$ cat src/rtl/ariane_pkg.sv
// rtl/ariane_pkg.sv - shared frontend types and widths for the instruction realigner
package ariane_pkg;

   localparam int unsigned VLEN         = 64;
   localparam int unsigned INSTR_HALF_W = 16;

   typedef enum logic [1:0] {
      S_LO,
      S_HI,
      S_STRADDLE
   } realign_state_e;

   // RVC encodings are every halfword whose two low bits are not 2'b11.
   function automatic logic is_rvc(input logic [INSTR_HALF_W-1:0] half);
      return half[1:0] != 2'b11;
   endfunction

endpackage

$ cat src/rtl/realign_out_reg.sv
// rtl/realign_out_reg.sv - single-entry output register, used only with INSTR_REALIGNER_OUT_REG_EN
module realign_out_reg #(
   parameter int unsigned VLEN = 64
) (
   input  logic            clk_i,
   input  logic            rst_ni,
   input  logic            flush_i,
   input  logic            in_valid_i,
   input  logic [31:0]     in_instr_i,
   input  logic [VLEN-1:0] in_addr_i,
   output logic            in_ready_o,
   output logic            out_valid_o,
   output logic [31:0]     out_instr_o,
   output logic [VLEN-1:0] out_addr_o,
   output logic            out_is_compressed_o,
   input  logic            out_ready_i
);

   logic            valid_q;
   logic [31:0]     instr_q;
   logic [VLEN-1:0] addr_q;

   // Accept a new entry whenever the slot is empty or drains this cycle.
   assign in_ready_o = !valid_q || out_ready_i;

   always_ff @(posedge clk_i or negedge rst_ni) begin
      if (!rst_ni) begin
         valid_q <= 1'b0;
         instr_q <= '0;
         addr_q  <= '0;
      end else if (flush_i) begin
         valid_q <= 1'b0;
      end else if (in_valid_i && in_ready_o) begin
         valid_q <= 1'b1;
         instr_q <= in_instr_i;
         addr_q  <= in_addr_i;
      end else if (out_ready_i) begin
         valid_q <= 1'b0;
      end
   end

   assign out_valid_o         = valid_q;
   assign out_instr_o         = instr_q;
   assign out_addr_o          = addr_q;
   assign out_is_compressed_o = valid_q && (instr_q[1:0] != 2'b11);

endmodule

$ cat src/rtl/instr_realigner.sv
// rtl/instr_realigner.sv - halfword realigner from fetch words to single instructions (option: INSTR_REALIGNER_OUT_REG_EN)
module instr_realigner #(
   parameter int unsigned VLEN = ariane_pkg::VLEN
) (
   input  logic            clk_i,
   input  logic            rst_ni,
   input  logic            flush_i,
   input  logic            fetch_valid_i,
   input  logic [31:0]     fetch_data_i,
   input  logic [VLEN-1:0] fetch_addr_i,
   output logic            fetch_ready_o,
   output logic            instr_valid_o,
   output logic [31:0]     instr_o,
   output logic [VLEN-1:0] instr_addr_o,
   output logic            instr_is_compressed_o,
   input  logic            instr_ready_i
);
   import ariane_pkg::*;

   realign_state_e          state_q, state_d;
   logic [INSTR_HALF_W-1:0] pend_q, pend_d;
   logic [VLEN-1:0]         pend_addr_q, pend_addr_d;

   logic                    fsm_valid;
   logic                    fsm_ready;
   logic [31:0]             fsm_instr;
   logic [VLEN-1:0]         fsm_addr;
   logic [VLEN-1:0]         base_addr;
   logic [INSTR_HALF_W-1:0] lo_half, hi_half;
   logic                    unused_addr_bit0;

   assign base_addr        = {fetch_addr_i[VLEN-1:2], 2'b00};
   assign lo_half          = fetch_data_i[15:0];
   assign hi_half          = fetch_data_i[31:16];
   assign unused_addr_bit0 = fetch_addr_i[0];

   always_ff @(posedge clk_i or negedge rst_ni) begin
      if (!rst_ni) begin
         state_q     <= S_LO;
         pend_q      <= '0;
         pend_addr_q <= '0;
      end else begin
         state_q     <= state_d;
         pend_q      <= pend_d;
         pend_addr_q <= pend_addr_d;
      end
   end

   always_comb begin
      state_d       = state_q;
      pend_d        = pend_q;
      pend_addr_d   = pend_addr_q;
      fsm_valid     = 1'b0;
      fsm_instr     = '0;
      fsm_addr      = '0;
      fetch_ready_o = 1'b0;

      if (flush_i) begin
         state_d       = S_LO;
         pend_d        = '0;
         pend_addr_d   = '0;
         fetch_ready_o = 1'b1;
      end else if (fetch_valid_i) begin
         if (state_q == S_STRADDLE) begin
            fsm_valid = 1'b1;
            fsm_instr = {lo_half, pend_q};
            fsm_addr  = pend_addr_q;
            if (fsm_ready) state_d = S_HI;
         end else if (state_q == S_HI || fetch_addr_i[1]) begin
            // Jump targets at a halfword offset enter here straight from S_LO.
            if (is_rvc(hi_half)) begin
               fsm_valid = 1'b1;
               fsm_instr = {16'h0000, hi_half};
               fsm_addr  = base_addr + VLEN'(2);
               if (fsm_ready) begin
                  fetch_ready_o = 1'b1;
                  state_d       = S_LO;
               end
            end else begin
               // Upper half starts a 32-bit instruction: park it, no emission.
               fetch_ready_o = 1'b1;
               pend_d        = hi_half;
               pend_addr_d   = base_addr + VLEN'(2);
               state_d       = S_STRADDLE;
            end
         end else begin
            fsm_valid = 1'b1;
            fsm_addr  = base_addr;
            if (is_rvc(lo_half)) begin
               fsm_instr = {16'h0000, lo_half};
               if (fsm_ready) state_d = S_HI;
            end else begin
               fsm_instr = fetch_data_i;
               if (fsm_ready) fetch_ready_o = 1'b1;
            end
         end
      end
   end

`ifdef INSTR_REALIGNER_OUT_REG_EN
   realign_out_reg #(
      .VLEN (VLEN)
   ) u_out_reg (
      .clk_i               (clk_i),
      .rst_ni              (rst_ni),
      .flush_i             (flush_i),
      .in_valid_i          (fsm_valid),
      .in_instr_i          (fsm_instr),
      .in_addr_i           (fsm_addr),
      .in_ready_o          (fsm_ready),
      .out_valid_o         (instr_valid_o),
      .out_instr_o         (instr_o),
      .out_addr_o          (instr_addr_o),
      .out_is_compressed_o (instr_is_compressed_o),
      .out_ready_i         (instr_ready_i)
   );
`else
   assign fsm_ready             = instr_ready_i;
   assign instr_valid_o         = fsm_valid;
   assign instr_o               = fsm_instr;
   assign instr_addr_o          = fsm_addr;
   assign instr_is_compressed_o = fsm_valid && (fsm_instr[1:0] != 2'b11);
`endif

endmodule

$ cat config.mk
export PLATFORM = sky130hd
export DESIGN_NAME = instr_realigner
export DESIGN_NICKNAME = d
export VERILOG_FILES = /design/src/rtl/ariane_pkg.sv /design/src/rtl/realign_out_reg.sv /design/src/rtl/instr_realigner.sv
export SDC_FILE = /design/constraint.sdc
export NUM_CORES = 1
export LEC_CHECK = 0
export ABC_CLOCK_PERIOD_IN_PS = 1600
export BUFFER_PORTS_ARGS = -buffer_cell sky130_fd_sc_hd__buf_2
export CAP_MARGIN = 20
export CELL_PAD_IN_SITES_DETAIL_PLACEMENT = 1
export CELL_PAD_IN_SITES_GLOBAL_PLACEMENT = 1
export CORE_ASPECT_RATIO = 1.25
export CORE_MARGIN = 2
export CORE_UTILIZATION = 33
export CTS_BUF_LIST = sky130_fd_sc_hd__clkbuf_8
export DETAILED_ROUTE_END_ITERATION = 12
export GPL_ROUTABILITY_DRIVEN = 0
export GPL_TIMING_DRIVEN = 0
export PLACE_DENSITY = 0.91
export REMOVE_ABC_BUFFERS = 1
export SLEW_MARGIN = 20
export SYNTH_ARGS = -nofsm -noshare
export SYNTH_HDL_FRONTEND = slang
export SYNTH_HIERARCHICAL = 1
export SYNTH_SLANG_ARGS = --single-unit
$ cat constraint.sdc
create_clock -name clk_i -period 1.6 [get_ports clk_i]
set_clock_uncertainty 0.2 [all_clocks]
set_input_delay 0.08 -clock clk_i [delete_from_list [all_inputs] [get_ports clk_i]]
set_output_delay 0.08 -clock clk_i [all_outputs]
set_load 0.005 [all_outputs]
# Word-level counts from Yosys, hierarchy flattened
# Cells that the tools add are included.
# word_totals
out_inout_bits	99
inputBits	101
elab_cells	60
register_bits	82
# op_classes
muxes	41
n_eq_ne	8
n_reduce_logical	7
addsub	1
# ops
operator	n
2-to-1 mux 64 bit	10
2-to-1 mux 32 bit	5
2-to-1 mux 16 bit	6
adder 64 x 2 -> 64 bit, second input constant	1
2-to-1 mux 2 bit	8
2-to-1 mux 1 bit	12
inequality test 2 bit, second input constant	5
inequality test 5 bit, second input constant	1
AND reduction 4 bit	1
nonzero test 2 bit	2
nonzero test 4 bit	1
AND reduction 3 bit	1
== test 2 x 1 -> 1 bit, second input constant	1
== test 2 bit, second input constant	1
logical AND 1 bit	1
logical OR 1 bit	1

# Logic depth before layout (Yosys ltp)
# Gate-level depths: netlist of run 1.
# depth
ltp_word	8
depth_mapped	7

# Worst setup path before layout of run 1
# OpenSTA, ideal clock, no wires.
# synth_timing
path_kind	register to register
from	register state_q[1]
to	register pend_addr_q[16]
setup_ns	0.136
period_less_slack_ns	1.747
path_stages_with_launch	7
t_arrival_ns	1.410
path_slack_ns	-0.147
required_ns	1.264
path_buffers	3
path_cell_list	dfrtp_1 -> buf_2 -> maj3_2 -> buf_6 -> buf_6 -> o31ai_2 -> a21oi_1
# synth_via
elab_chain_len	4
word_cells_on_any_way	6
cone_classes	3 x eq/ne; 3 x reduce/logical
# synth_rtl
element	line	source
from (decl)	instr_realigner.sv:20	realign_state_e state_q, state_d;
from (signal assigned)	instr_realigner.sv:43	state_q <= state_d;
== test 2 x 1 -> 1 bit	instr_realigner.sv:69	end else if (state_q == S_HI || fetch_addr_i[1]) begin
logical OR 1 bit	instr_realigner.sv:69	
nonzero test 2 bit (no source line)	--	
AND reduction 4 bit (no source line) (*)	--	
to (signal assigned)	instr_realigner.sv:45	pend_addr_q <= pend_addr_d;
to (decl)	instr_realigner.sv:22	logic [VLEN-1:0] pend_addr_q, pend_addr_d;
# Every way passes the cells marked *; elsewhere a longest branch is shown, timed or not.
# A chain may end at the register's enable or synchronous reset.

# Worst setup path in the final report of run 1
# layout_timing
from	register state_q[1]
to	output instr_addr_o[63]
# layout_via
elab_chain_len	6
word_cells_on_any_way	7
cone_classes	2 x eq/ne; 4 x mux; 1 x reduce/logical
# layout_rtl
element	line	source
== test 2 x 1 -> 1 bit	instr_realigner.sv:69	
logical OR 1 bit	instr_realigner.sv:69	
2-to-1 mux 64 bit	instr_realigner.sv:69	
2-to-1 mux 64 bit (*)	instr_realigner.sv:64	if (state_q == S_STRADDLE) begin
2-to-1 mux 64 bit (*)	instr_realigner.sv:63	end else if (fetch_valid_i) begin
2-to-1 mux 64 bit (*)	instr_realigner.sv:58	if (flush_i) begin
to (decl)	instr_realigner.sv:14	output logic [VLEN-1:0] instr_addr_o,
# Marks and branches as above.

==> results of run 1 <==
-- power by group --
| part | total, mW | switching (mW) | internal (mW) |
|---|---|---|---|
| combinational | 2.13 | 1.26 | 0.870 |
| sequential | 2.15 | 0.0505 | 2.10 |
| clock | 1.60 | 0.814 | 0.789 |
-- layout make-up --
cell class | count | area, µm² | area share [%]
diodes | 3 | 7.507 | 0.07685
inverters | 8 | 42.54 | 0.4355
multi-input cells | 560 | 4287 | 43.88
repair buffers | 338 | 2929 | 29.99
clock inverters | 4 | 43.79 | 0.4483
flip-flops and latches | 81 | 2032 | 20.80
clock buffers | 11 | 151.4 | 1.550
well taps | 220 | 275.3 | 2.818
-- path summary, 6_finish.rpt --
path / startpoint / end
max: state_q[1]$_DFFE_PN0P_ / instr_addr_o[63]
min: fetch_valid_i / pend_addr_q[26]$_DFFE_PN0P_
max reg2reg: state_q[1]$_DFFE_PN0P_ / pend_addr_q[33]$_DFFE_PN0P_
min reg2reg: pend_addr_q[42]$_DFFE_PN0P_ / pend_addr_q[42]$_DFFE_PN0P_
max in group asynchronous: rst_ni / state_q[1]$_DFFE_PN0P_
min in group asynchronous: rst_ni / pend_addr_q[25]$_DFFE_PN0P_
-- cells by family (layout without fill, tap and decap cells) --
kind of cell	after synthesis	in the layout	share of synthesized area (%)
flip-flops	81	81	35.83
buffers and inverters	105	361	8.317
other	1	4	0.06629
AND/OR/NAND/NOR	271	274	22.16
AO/OA/AOI/OAI	278	278	33.22
adder cells (fa/ha/maj)	2	7	0.3981
-- what timing repair did --
action | CTS | global route
endpoints found under the setup margin | 179 | 179
setup buffers | 27 | 6
hold endpoints to repair | 159 | 37
gates cloned | 11 | 13
resized for setup | 39 | 194
pin swaps | 34 | 64
-- metal layers --
layer | routed length [µm] | share of wire (%)
met1 | 11960 | 36
met2 | 17150 | 52
met3 | 1945 | 5.9
met4 | 2053 | 6.2
met5 | 0 | 0
-- synthesized netlist by cell type --
library cell / count / area share [%]
nand3_1: 2 / 0.18
nor2b_1: 6 / 0.66
buf_4: 2 / 0.27
a311oi_1: 14 / 2.2
nor4bb_1: 1 / 0.18
a32oi_1: 2 / 0.31
a22oi_1: 14 / 1.9
or3_1: 1 / 0.11
nor3_1: 2 / 0.18
nor2_4: 1 / 0.20
dfrtp_1: 81 / 36
conb_1: 1 / 0.066
o21bai_1: 1 / 0.13
maj3_2: 2 / 0.40
o211ai_1: 14 / 1.9
o21ai_4: 1 / 0.29
o21ai_0: 9 / 0.80
nand2b_1: 1 / 0.11
o21a_1: 1 / 0.13
and2_1: 3 / 0.33
nor2_1: 32 / 2.1
clkbuf_1: 56 / 3.7
inv_1: 5 / 0.33
buf_2: 31 / 2.7
a21oi_1: 143 / 13
nand2_1: 146 / 9.7
buf_1: 4 / 0.27
o31ai_2: 29 / 6.4
a31oi_1: 2 / 0.22
a31o_2: 1 / 0.15
nand4_1: 76 / 8.4
buf_6: 4 / 0.80
o31ai_1: 47 / 6.2
inv_2: 3 / 0.20
-- stage by stage --
step	power, mW	area [µm²]
6_report	5.877	9768
5_1_grt	6.080	9766
4_1_cts	5.364	8438
3_5_place_dp	3.367	6852
3_3_place_gp	3.227	6477
2_1_floorplan	2.674	5216
-- placed cells by master (no fill, tap or decap), types with 24 or more instances in the layout --
master,netlist,layout
buf_2,31,190
nand4_1,76,76
dlygate4sd3_1,0,78
dfrtp_1,81,79
nand2_1,146,143
a21oi_1,143,67
a21oi_2,0,60
nor2_1,32,31
o31ai_4,0,36
o31ai_2,29,24
-- sequential cells by signal, indices dropped and copies added (netlist names) --
register,cells
pend_q,16
state_q,2
pend_addr_q,63
-- critical path, delay by kind of cell, from the launching register on --
| kind | cells | cell delay (ns) |
|---|---|---|
| fa+ha+maj | 1 | 0.36 |
| buf+inv | 5 | 0.71 |
| flops | 1 | 0.51 |
| compound gates | 2 | 0.24 |
==> impl_results.md, run 1 <==
- Status: finished, violations left
- Failing checks: negative hold slack, negative setup slack
- Least-Margin Pin Slew: between 0.6 and 0.7 ns
- Routed vias: between 7000 and 8000
- Overflow after GRT: 0
- Hold Crit Class: in2reg
- Setup TNS: -108.78 ns
- CP dominant cell by count: buf_6
- Area of the mapped netlist: around 0.0057 mm²
- First-pass GRT wire length: ~43000 µm
- Max Fanout on Critical Path: 7
- CP required: about 1.3 ns
- RSZ-0062 raised after global routing: true
- Drt pass-1 iters: 7
- I/O pin count: 200
- Die height: around 150 µm
- Final core occ: between 50% and 60%
- Die span in x: between 100 and 150 µm
- Row cnt: 53
- Cell Count, Final, Fillers Out: between 1000 and 1500
- Hold buffer count at CTS: about 80
- Antenna Violating Nets Remaining: 0
- Setup Crit Path Kind: reg2out
- Final HPWL DP: around 14000 µm
- Sink Count: 81
- Root Buffer: clkbuf_8
- CP arrival: 2.20 ns
- Share of cells above drive strength 1: approximately 45%
- CTS buffer count: 9
- Met3 Use GR: 3.712%
- Max Slew Vio Count: 0
- IO buf count: 197
- Initial antenna violation count: 2
- Setup violations, final: around 180
- Rel. slew slack: a little over half
- Worst VDD drop: 0.3313 mV
- Final Hold Fails: 34
- Final worst setup slack: -0.8787 ns
- Met1 usage: 36.06%
- DR iter-0 viols: between 700 and 800
- Reg-to-reg slack, setup: -0.65 ns
- Period Utilization, post-route: 154.9%
- DRT Wirelength: around 33000 µm
- Synth warn: 6
- Busiest metal layer after global routing: met2
- Critical path's slowest cell: dfrtp_4
- Synth-to-Final Area Change: 72.68%
- Flops & latches, synth: approximately 80
- CTS clk-pin slew, worst paths: ~0.090 ns
- Vias in the first global route: ~8000
- Power per cell area: 601.6 mW/mm²
- Post-synthesis cell count: around 740
- WHS: -0.06552 ns
- M2 GR Usage: between 50% and 60%
- H-tree level count: 3
- Max cap viols: 0
- Vias/cell: between 6 and 7
- Min Tclk post-route: between 2 and 2.5 ns
- Cell chain of the critical path: buf_6 -> maj3_4 -> o21ai_4 -> buf_12 -> buf_6 -> buf_8 -> a21oi_2 -> buf_2
- Leakage: ~4 nW
- Share of the yosys chip area belonging to registers: between 30% and 40%
- R2R cell count: 8
- Setup crit end kind: primary output
- Core ar.: about 0.017 mm²
- Fill count: around 1900
- DRC violations left: 0
- Critical Path Start Type: register
- Tot GR Track Use: 30.09%
- Clk Latency, worst-skew pair: 0.37 ns
- Synth Area per Inst: 7.665 µm²
- Die area: between 0.015 and 0.02 mm²
- Clk buf depth: 2
- Fmax: around 0.40 GHz
- Post-synthesis cell type count: 34
- CTS tree: done
- CP max stage delay: roughly 0.51 ns
- DR WL/cell: between 20 and 30 µm
- Pre-CTS setup slack: -1.058 ns
- Starting Density: about a third
- WHS Path Cells: 3
- Largest net degree at the start of global routing: 50
- Layout Nets: approximately 1100
- Cells after DPL: 1073
Note: power is estimated with default switching activity, not from simulation.
==> run 2: changes to the inputs <==
GPL_TIMING_DRIVEN = 1   (was 0)
TNS_END_PERCENT = 5   (was unset)
==> run 2 against run 1 <==
Effect of this change:
- the flow finishes with violations (negative setup slack)
- die area unchanged
- register-to-register slack better by 0.37 ns
- global-route usage down 2.0 points
- clock power about the same
- first-iteration DRC count down 28%
- sequential power about the same
- critical path type unchanged
- largest power group unchanged
- highest routed layer unchanged
==> impl_results.md, run 2 (synthesis results as in run 1) <==
- DRT Wirelength: 26180 µm (-21%)
- Antenna Violating Nets Remaining: 0 (unchanged)
- DR WL/cell: 21.64 µm (-20%)
- Max cap viols: 0 (unchanged)
- Die height: 150.4 µm (unchanged)
- Fmax: 0.4326 GHz (+7.2%)
- Pre-CTS setup slack: -0.2402 ns (+0.8179 ns)
- Multi-input logic area: 0.003541 mm² (-17%)
- CTS buffer count: 9 (unchanged)
- Rel. slew slack: 59.78% (+5.2 points)
- Min Tclk post-route: 2.312 ns (-0.1670 ns)
- Most frequent cells in the layout: buf_2 (197), nand2_1 (143), a21oi_1 (123)
- Largest reg by FF count: pend_addr_q
- Starting Density: 33.72% (unchanged)
- Leading registers by flop count: pend_addr_q (63), pend_q (16), state_q (2)
- Period Utilization, post-route: 144.5% (-10 points)
- First-pass GRT wire length: 40740 µm (-4.7%)
- Critical Path Start Type: register
- Worst VDD drop: 0.3300 mV (-0.40%)
- Fill count: 2002 (+7.4%)
- CP required: 1.32 ns (about the same)
- Final worst setup slack: -0.7116 ns (+0.1670 ns)
- CP arrival: 2.03 ns (-0.17 ns)
- Overflow after GRT: 0 (unchanged)
- Least-Margin Pin Slew: 0.6033 ns (-0.07509 ns)
- Die span in x: 121.1 µm (unchanged)
- DRC violations left: 0 (unchanged)
- Clk Latency, worst-skew pair: 0.36 ns (about the same)
- Root Buffer: clkbuf_8
- Total chip power: 5.361 mW (-8.8%)
- Status: finished, violations left
- Setup violations, final: 179 (unchanged)
- Final core occ: 51.64% (-6.6 points)
- Max Fanout on Critical Path: 7 (unchanged)
- Synth-to-Final Area Change: 53.17%
- CTS clk-pin slew, worst paths: 0.10 ns (about the same)
- Commonest non-fill, non-tap cell in the layout: buf_2
- RSZ-0062 raised after global routing: true
- H-tree level count: 3 (unchanged)
- Initial antenna violation count: 0 (-2)
- Die area: 0.01821 mm² (unchanged)
- DR iter-0 viols: 554 (-28%)
- IO buf count: 197 (unchanged)
- Share of cells above drive strength 1: 38.12% (-6.6 points)
- R2R cell count: 5 (-3)
- Final Hold Fails: 0 (-100%)
- CTS tree: done
- Clk buf depth: 2 (unchanged)
- Drt pass-1 iters: 5 (-2)
- Tot GR Track Use: 28.08% (-2.0 points)
- Routed vias: 7302 (-8.5%)
- Vias/cell: 6.035 (-7.4%)
- Leakage: 3.712 nW (-6.2%)
- Core ar.: 0.01678 mm² (unchanged)
- Setup Crit Path Kind: reg2out
- Final HPWL DP: 13990 µm (-0.37%)
- Number of flip-flops under the largest register name: 63 (unchanged)
- Row cnt: 53 (unchanged)
- Hold Crit Class: in2async
- Largest net degree at the start of global routing: 82 (+64%)
- Failing checks: negative setup slack
- Power per cell area: 618.7 mW/mm² (+2.8%)
- Layout Nets: 1085 (-1.3%)
- I/O pin count: 200 (unchanged)
- Vias in the first global route: 7801 (+0.026%)
- Sink Count: 81 (unchanged)
- Sequential cell area: 0.002028 mm² (-0.18%)
- Setup crit end kind: primary output
- Max Slew Vio Count: 0 (unchanged)
-- run 2: routing by layer --
layer / global-route usage (%) / vias up / part of all wire [%] / wire length [µm]
li1: - / 3211 / - / -
met3: 4.129 / 99 / 5.1 / 1339
met2: 50.90 / 341 / 54 / 14060
met1: 31.39 / 3651 / 37 / 9683
met5: 0 / - / 0 / 0
met4: 15.23 / 0 / 4.2 / 1099
-- run 2: worst max-delay path, cell delays in order, from the launching register on --
cell and delay [ns]:
dfrtp_2 0.45, buf_6 0.13, nor2b_4 0.27, buf_6 0.17, o211ai_1 0.10, a311oi_1 0.34
buf_2 0.21
-- run 2: cell type report --
| cell class | count | area share [%] |
|---|---|---|
| Inverter | 8 | 0.3466 |
| Tap cell | 220 | 3.177 |
| Clock buffer | 10 | 1.588 |
| Clock inverter | 6 | 0.7798 |
| Timing Repair Buffer | 332 | 29.81 |
| Antenna cell | 1 | 0.02888 |
| Sequential cell | 81 | 23.41 |
| Multi-Input combinational cell | 552 | 40.87 |
-- run 2: path summary, 6_finish.rpt --
path / start / end / slack, ns
worst max-delay path: state_q[1]$_DFFE_PN0P_ / instr_o[5] / -0.71
min in group clk_i: flush_i / pend_addr_q[20]$_DFFE_PN0P_ / 0.07
worst min-delay path: rst_ni / pend_addr_q[30]$_DFFE_PN0P_ / 0.05
worst min register to register: pend_q[0]$_DFFE_PN0P_ / pend_q[0]$_DFFE_PN0P_ / 0.34
worst max register to register: state_q[1]$_DFFE_PN0P_ / pend_q[9]$_DFFE_PN0P_ / -0.28
max in group asynchronous: rst_ni / pend_addr_q[56]$_DFFE_PN0P_ / 0.71
-- run 2: stage by stage --
stage / setup TNS, ns / cells / hold slack (ns) / instance area [µm²]
3_5_place_dp: -21.96 / 1104 / -0.04421 / 7091
5_1_grt: -83.47 / 1209 / 0.08041 / 8662
2_1_floorplan: -302.39 / 641 / -0.4156 / 5216
6_report: -69.61 / 1210 / 0.05190 / 8665
4_1_cts: -67.65 / 1208 / 0.07208 / 8493
3_3_place_gp: -14.53 / 1104 / -0.04624 / 7091
-- run 2: power breakdown --
part / switching [mW] / internal (mW) / total (mW)
sequential: 0.0408 / 2.10 / 2.14
clock: 0.829 / 0.767 / 1.60
combinational: 0.962 / 0.664 / 1.63
total: 1.83 / 3.53 / 5.36
-- run 2: repair_timing --
action,CTS,global route
setup buffers,6,0
endpoints found under the hold margin,159,0
pin swaps,25,11
cloned,4,1
gates resized for setup,63,34
hold buffers,79,0
setup endpoints to repair,179,179
==> run 3: changes to the inputs <==
CORE_ASPECT_RATIO = 1.75   (was 1.25)
==> run 3 against run 2 <==
Effect of this change:
- the run still ends with negative setup slack left
- critical path depth increased by 1
- non-clock buffer count rose by 17
- clock power shrank 14%
- total power shrank 1.4%
- first-iteration DRC count increased by 0.72%
- design area grew 3.2%
- critical path type unchanged
- largest power group unchanged
==> impl_results.md, run 3 (synthesis results as in run 1) <==
- Status: finished, violations left
- Failing checks: negative setup slack
- Cell chain of the critical path: nor2b_4 -> buf_12 -> nor4bb_4 -> buf_6 -> a22oi_1 -> nor2_1 -> buf_2
- WHS Path Cells: 3
- Starting Density: 33.53% (-0.18 points)
- Clk buf depth: 2 (unchanged)
- Initial antenna violation count: 3 (+3)
- Share of cells above drive strength 1: 40.46% (+2.3 points)
- RSZ-0062 raised after global routing: true
- Leakage: 3.840 nW (+3.4%)
- CP delay by family, top: simple AND/OR/NAND/NOR gates
- Levels on crit path: 7 (+1)
- Drt pass-1 iters: 5 (unchanged)
- Die height: 177.2 µm (+18%)
- DRC violations left: 0 (unchanged)
- Largest net degree at the start of global routing: 83 (+1.2%)
- Setup violations, final: 179 (unchanged)
- Fmax: 0.4393 GHz (+1.5%)
- Rel. slew slack: 44.14% (-16 points)
- Max Fanout on Critical Path: 7 (unchanged)
- Root Buffer: clkbuf_8
- CTS tree: done
- Clk Latency, worst-skew pair: 0.35 ns (about the same)
- Setup Crit Path Kind: reg2out
- Min Tclk post-route: 2.276 ns (-0.03522 ns)
- Critical Path Start Type: register
- DRT Wirelength: 30860 µm (+18%)
- Synth-to-Final Area Change: 58.13%
- Final core occ: 53.03% (+1.4 points)
- Setup crit end kind: primary output
- Reg-to-reg slack, setup: -0.57 ns (-0.29 ns)
- Commonest non-fill, non-tap cell in the layout: buf_2
- Largest reg by FF count: pend_addr_q
- Number of flip-flops under the largest register name: 63 (unchanged)
- Antenna Violating Nets Remaining: 0 (unchanged)
- CTS clk-pin slew, worst paths: 0.10 ns (about the same)
- Sink Count: 81 (unchanged)
- H-tree level count: 3 (unchanged)
- Tot GR Track Use: 31.38% (+3.3 points)
- Overflow after GRT: 0 (unchanged)
- Row cnt: 63 (+19%)
- Worst reg2reg startpoint: state_q[0]$_DFFE_PN0P_
- Core ar.: 0.01687 mm² (+0.54%)
- Final worst setup slack: -0.6764 ns (+0.03522 ns)
- First-pass GRT wire length: 44050 µm (+8.1%)
- Period Utilization, post-route: 142.3% (-2.2 points)
- Hold EP: pend_addr_q[42]$_DFFE_PN0P_
- Hold Crit Class: in2reg
- CP max stage delay: 0.42 ns (-0.03 ns)
- DR iter-0 viols: 558 (+0.72%)
- CP arrival: 2.00 ns (-0.03 ns)
- CTS buffer count: 9 (unchanged)
- Reg2reg end: pend_addr_q[4]$_DFFE_PN0P_
- Vias/cell: 6.257 (+3.7%)
- Die span in x: 103.0 µm (-15%)
- Final Hold Fails: 0 (unchanged)
- CP required: 1.32 ns (about the same)
- Setup crit start: state_q[0]$_DFFE_PN0P_
- CP bufs+invs: 3 (unchanged)
- Critical path's slowest cell: dfrtp_1
- Worst VDD drop: 0.5087 mV (+54%)
- Worst Hold Launch: flush_i
- Setup TNS: -89.65 ns (-20.04 ns)
- Layout Nets: 1102 (+1.6%)
- Die area: 0.01825 mm² (+0.19%)
- Final HPWL DP: 16000 µm (+14%)
- Leading registers by flop count: pend_addr_q (63), pend_q (16), state_q (2)
- Most frequent cells in the layout: buf_2 (194), nand2_1 (131), a21oi_1 (111)
- Vias in the first global route: 8091 (+3.7%)
- Power per cell area: 591.1 mW/mm² (-4.5%)
- DR WL/cell: 24.96 µm (+15%)
- Max Slew Vio Count: 0 (unchanged)
- IO buf count: 197 (unchanged)
- Routed vias: 7734 (+5.9%)
- R2R cell count: 7 (+2)
- Least-Margin Pin Slew: 0.8379 ns (+0.2347 ns)
- Max cap viols: 0 (unchanged)
- I/O pin count: 200 (unchanged)
run 3: cell types whose count changed in the layout (fill, tap and decap cells not counted), sizes merged, moves of 2 or more:
cell / change
buf: +10
clkbuf: +5
diode: +2
inv: +2
run 3: how the worst max path moves through the flow:
| stage | slack, ns | endpoint |
|---|---|---|
| after floorplan | -3.26 | state_q[0]$_DFFE_PN0P_ |
| after global placement | -0.28 | instr_o[7] |
| after detailed placement | -0.33 | instr_o[10] |
| after CTS | -0.66 | instr_addr_o[51] |
| after global routing | -0.79 | instr_o[18] |
| final | -0.68 | instr_o[18] |
run 3: final cells by class:
| type | count | area [µm²] |
|---|---|---|
| timing repair buffer | 349 | 2816 |
| clock inverter | 7 | 40.04 |
| clock buffer | 9 | 123.9 |
| inverter | 8 | 32.53 |
| fill | 2044 | 7924 |
| sequential | 81 | 2028 |
| tap | 227 | 284.0 |
| multi-input combinational | 552 | 3612 |
| antenna | 3 | 7.507 |
run 3: worst register-to-register path, delay by kind of cell, from the launching register on:
kind / cells / cell delay [ns]
DFF: 1 / 0.40
buffers and inverters: 4 / 0.53
AOI/OAI and AO/OA: 2 / 0.58
adders and majority gates: 1 / 0.34
run 3: what timing repair did:
item	CTS	global route
pin swaps	19	20
setup endpoints to repair	179	179
endpoints found under the hold margin	159	0
hold buffers	80	0
setup buffers	8	0
gates cloned	2	6
gates resized for setup	38	80
run 3: metrics by stage:
stage | cell area, µm² | total power [mW] | setup WS, ns | std cells | hold slack, ns
floorplan | 5216 | 2.674 | -3.257 | 641 | -0.4156
global placement | 7256 | 3.458 | -0.2795 | 1123 | -0.1724
detailed placement | 7256 | 3.495 | -0.3304 | 1123 | -0.1632
CTS | 8457 | 5.083 | -0.6586 | 1228 | 0.09773
global route | 8945 | 5.496 | -0.7851 | 1236 | 0.1011
finish | 8945 | 5.287 | -0.6764 | 1236 | 0.1102
run 3: report_power, final:
group	leakage (nW)	total (mW)	switching [mW]	internal (mW)
registers	1.12	2.14	0.0421	2.10
logic	2.64	1.77	1.05	0.720
clock network	0.0836	1.37	0.825	0.549
run 3: routing by layer:
layer | up-vias | routed length, µm | track usage, %
met5 | - | 0 | 0
met4 | 0 | 2288 | 19.79
met3 | 178 | 1998 | 5.727
met2 | 511 | 16040 | 54.03
met1 | 3790 | 10530 | 34.61
li1 | 3255 | - | -
